### src/rtl/digit_serial_add_seq.sv
// Digit-serial adder sequencer.
// Streams two WIDTH-bit operands, two bits per cycle and LSB digit first,
// through an external 2-bit adder slice. The carry is registered between
// digits and the returned sum digits are assembled into a WIDTH-bit result.
// Host handshake: start (accepted in IDLE or DONE), busy while digits are
// streaming, and a one-cycle done pulse when sum/cout_final are valid.
// WIDTH must be even and >= 4.
module digit_serial_add_seq #(
    parameter int WIDTH = 8
) (
    input  logic             clk,
    input  logic             rst_n,
    input  logic             start,
    input  logic [WIDTH-1:0] a,
    input  logic [WIDTH-1:0] b,
    input  logic             cin,
    output logic             busy,
    output logic             a1,
    output logic             a0,
    output logic             b1,
    output logic             b0,
    output logic             c0,
    input  logic             s1,
    input  logic             s0,
    input  logic             cout,
    output logic [WIDTH-1:0] sum,
    output logic             cout_final,
    output logic             done
);

    localparam int ND = WIDTH / 2;      // digits per operation
    localparam int CW = $clog2(ND);     // digit counter width

    typedef enum logic [1:0] {
        ST_IDLE,
        ST_RUN,
        ST_DONE
    } state_t;

    state_t           r_state;
    logic [WIDTH-1:0] r_a_sh;
    logic [WIDTH-1:0] r_b_sh;
    logic [WIDTH-1:0] r_sum;
    logic             r_carry;
    logic             r_cout_final;
    logic [CW-1:0]    r_cnt;
    logic             r_busy;
    logic             r_done;
    logic             w_last_digit;

    // Last digit of the operation is being added on this cycle.
    assign w_last_digit = (r_cnt == CW'(ND - 1));

    // Sequencer FSM: load on accepted start, shift one digit per RUN edge,
    // pulse done for one cycle. busy/done are registered with the state.
    // NOTE: every register, including the data shift registers, is cleared by
    // the async reset so a reset mid-operation leaves no stale digits behind.
    always_ff @(posedge clk or negedge rst_n) begin
        if (!rst_n) begin
            r_state      <= ST_IDLE;
            r_a_sh       <= '0;
            r_b_sh       <= '0;
            r_sum        <= '0;
            r_carry      <= 1'b0;
            r_cnt        <= '0;
            r_cout_final <= 1'b0;
            r_busy       <= 1'b0;
            r_done       <= 1'b0;
        end else begin
            // NOTE: non-blocking assignments throughout, so every right-hand
            // side reads the pre-edge value (the shifts depend on this).
            case (r_state)
                ST_IDLE, ST_DONE: begin
                    r_done <= 1'b0;
                    if (start) begin
                        r_a_sh  <= a;
                        r_b_sh  <= b;
                        r_carry <= cin;
                        r_cnt   <= '0;
                        r_sum   <= '0;
                        r_busy  <= 1'b1;
                        r_state <= ST_RUN;
                    end else begin
                        r_busy  <= 1'b0;
                        r_state <= ST_IDLE;
                    end
                end
                ST_RUN: begin
                    r_sum   <= {s1, s0, r_sum[WIDTH-1:2]};
                    r_carry <= cout;
                    r_a_sh  <= {2'b00, r_a_sh[WIDTH-1:2]};
                    r_b_sh  <= {2'b00, r_b_sh[WIDTH-1:2]};
                    r_cnt   <= r_cnt + 1'b1;
                    if (w_last_digit) begin
                        r_cout_final <= cout;
                        r_busy       <= 1'b0;
                        r_done       <= 1'b1;
                        r_state      <= ST_DONE;
                    end
                end
                default: begin
                    r_busy  <= 1'b0;
                    r_done  <= 1'b0;
                    r_state <= ST_IDLE;
                end
            endcase
        end
    end

    // Slice inputs are only driven while digits are streaming.
    assign a1 = r_busy & r_a_sh[1];
    assign a0 = r_busy & r_a_sh[0];
    assign b1 = r_busy & r_b_sh[1];
    assign b0 = r_busy & r_b_sh[0];
    assign c0 = r_busy & r_carry;

    assign busy       = r_busy;
    assign done       = r_done;
    assign sum        = r_sum;
    assign cout_final = r_cout_final;

endmodule

### config.mk
export PLATFORM = sky130hd
export DESIGN_NAME = digit_serial_add_seq
export DESIGN_NICKNAME = d
export VERILOG_FILES = /design/src/rtl/digit_serial_add_seq.sv
export SDC_FILE = /design/constraint.sdc
export NUM_CORES = 1
export LEC_CHECK = 0
export CAP_MARGIN = 40
export CORE_ASPECT_RATIO = 1.5
export CORE_MARGIN = 3
export CORE_UTILIZATION = 60
export DETAILED_ROUTE_END_ITERATION = 10
export DONT_BUFFER_PORTS = 1
export PLACE_DENSITY = 0.73
export SYNTH_ARGS = -nofsm -noshare
export SYNTH_HDL_FRONTEND = slang
export SYNTH_SLANG_ARGS = --single-unit
### constraint.sdc
create_clock -name clk -period 1.4 [get_ports clk]
set_input_delay 0.28 -clock clk [delete_from_list [all_inputs] [get_ports clk]]
set_output_delay 0.28 -clock clk [all_outputs]
set_load 0.05 [all_outputs]
==> metrics.txt, run 1 <==
final hold vios=0; DRC Markers=0; global route total overflow=0; CTS buffer count=5; first-pass GRT wire length=4650 um; Design Power=4.66 mW; DIE WIDTH=46.7 um; Max VDD drop=2000 uV; Final Cycle Share=96.7%; Synth top area share=52.0%; Slew HR=65.8%; Primary FF master, synth=dfrtp_1; critical path required time=1.12 ns; largest net degree at the start of global routing=32; Placed Instances=154; unrepaired setup endpoints after global routing=no; antenna cells=0; endpoints failing setup=0; Post-DP Area=1550 um^2; Global Route met3 Usage=6.49%; yosys warns=0; 1st-iter DRT viols=32; via/cell ratio=6.38; Core ar.=2310 um^2; Rows=21; Root Driver=clkbuf_4; num ports=39; Seq cells post-synth=31; H-tree depth reported by CTS=2; met2 Use GR=35.0%; layout overhead on the synthesized area=13.1%; WS Path Type=reg -> out; Clk pin slew, worst setup/hold paths=0.10 ns; fmax=0.739 GHz; Mapped Nets=152; layout cell share with drive strength beyond 1=23.2%; post-synth top area cell=dfrtp_1; run status=completed; leakage power=0.741 nW; asr flop ratio synth=100%; Total Wirelength=2930 um; CTS tree=built; number of max-cap violations=0; Netlist cell types=27; Nets=165; Post-synth EDFFs=0; fin area=1690 um^2; Synth area leaders=dfrtp_1, mux2i_1, a22o_1, a211oi_1, nor2b_1; pre-CTS WS=0.0906 ns; RD Place Congestion=0.725; DIE AREA=3130 um^2; sequential area share after synthesis=52.0%; Avg Inst Size Synth=11.7 um^2; vias in the first global route=1027; first-pass detailed-route iteration total=5; # port buffers=0; CTS max path bufs=2; DRT antenna net count=0; commonest cells in the netlist=dfrtp_1, mux2i_1, a22o_1; synthesized cell area=1490 um^2; Hold WS=0.0805 ns; Starting Density=64.6%; Post-Route Skew=0.0107 ns; post-route setup slack=0.0468 ns; Final HPWL DP=2040 um; vias after detailed routing=1052; initial antenna violation count=0; CP startpoint kind=register; GR Util met1=24.2%; PD cells=2760 nW/um^2; fin cells=165; cell with the most instances after synthesis=dfrtp_1; clk_lat worst skew=0.34 ns; clock sink count=31; crit path max fanout=10; gr usage total=21.1%; drt wl/cell=17.8 um; CP arrival=1.07 ns; Top Usage Layer GRT=met2; worst min-delay path category=in -> reg; Max Slew Vio Count=0; crit path time final=1.35 ns; Syn Inst Count=128; worst slew pin tran=0.513 ns; Die Ht=67.1 um; crit path capture type=primary output
metrics by stage:
stage               TNS [ns]  utilization [%]
detailed placement         0             67.0
global route               0             73.0
CTS                   -0.120             72.7
floorplan                  0                -
finish                     0             73.0
global placement           0             67.0
registers in the layout (all words and copies together) (netlist names):
signal / cells
r_a_sh: 8
r_b_sh: 8
sum: 8
r_cnt: 2
busy: 1
cout_final: 1
done: 1
r_carry: 1
r_state: 1
final cells by class:
type                       instances  area, um^2
sequential                        31         778
fill                             172         624
multi-input combinational         88         663
tap                               23        28.8
inverter                           1        3.75
timing repair buffer              14         128
clock buffer                       6        51.3
clock inverter                     2        35.0
cells by family after synthesis:
| family | after synthesis | synth area share, % |
|---|---|---|
| AO/OA/AOI/OAI | 40 | 18.4 |
| adder cells (fa/ha/maj) | 1 | 0.838 |
| buffers and inverters | 9 | 4.44 |
| flip-flops | 31 | 52.0 |
| multiplexers | 17 | 11.7 |
| AND/OR/NAND/NOR | 30 | 12.7 |
metal layers:
layer | part of all wire, % | up-vias
li1 | - | 500
met1 | 40 | 514
met2 | 52 | 33
met3 | 6.3 | 5
met4 | 1.9 | 0
met5 | 0 | -
placed cells by master, fill, tap and decap left out, drive strengths merged, types with 2 or more instances in the layout:
master | synthesis | final
a21oi | 10 | 10
nor2 | 4 | 4
mux2 | 4 | 4
buf | 7 | 13
o21ai | 5 | 5
o22ai | 2 | 2
nand3 | 4 | 4
nor2b | 11 | 11
nand2b | 2 | 2
dfrtp | 31 | 31
a211oi | 10 | 10
nor3 | 2 | 2
and2 | 6 | 6
a22o | 11 | 11
clkbuf | 1 | 6
mux2i | 13 | 13
report_power, final:
group / total (mW) / internal, mW / switching (mW)
Clock: 0.735 / 0.422 / 0.313
Combinational: 2.11 / 0.870 / 1.24
Sequential: 1.81 / 1.31 / 0.501
path summary, 6_finish.rpt:
kind                                              from                endpoint  slack, ns  cells after the start
worst max-delay path                  done$_DFFE_PN0P_                    done       0.05                      2
worst min-delay path                              cout  cout_final$_DFFE_PN0P_       0.08                      1
worst max register to register    r_cnt[0]$_DFFE_PN0P_    r_cnt[1]$_DFFE_PN0P_       0.06                      3
worst min register to register  cout_final$_DFFE_PN0P_  cout_final$_DFFE_PN0P_       0.49                      1
max in group asynchronous                        rst_n   r_b_sh[7]$_DFFE_PN0P_       0.85                      2
min in group asynchronous                        rst_n   r_a_sh[4]$_DFFE_PN0P_       0.38                      2
timing repair:
item	CTS	global route
hold buffers	2	0
endpoints found under the setup margin	6	5
buffers inserted	1	0
resized for setup	2	6
hold endpoints to repair	31	0
critical path, stage by stage (launching register included):
cell and delay [ns]:
dfrtp_2 0.42, buf_6 0.16, buf_6 0.16
(Power assumes the default switching activity.)
==> inputs of run 2 (changes only) <==
--- a/config.mk
+++ b/config.mk
@@ -5,7 +5,6 @@
 export SDC_FILE = /design/constraint.sdc
 export NUM_CORES = 1
 export LEC_CHECK = 0
-export CAP_MARGIN = 40
 export CORE_ASPECT_RATIO = 1.5
 export CORE_MARGIN = 3
 export CORE_UTILIZATION = 60
==> results of run 2 <==
No change in the layout: final DEF, timing and power equal those of run 1.
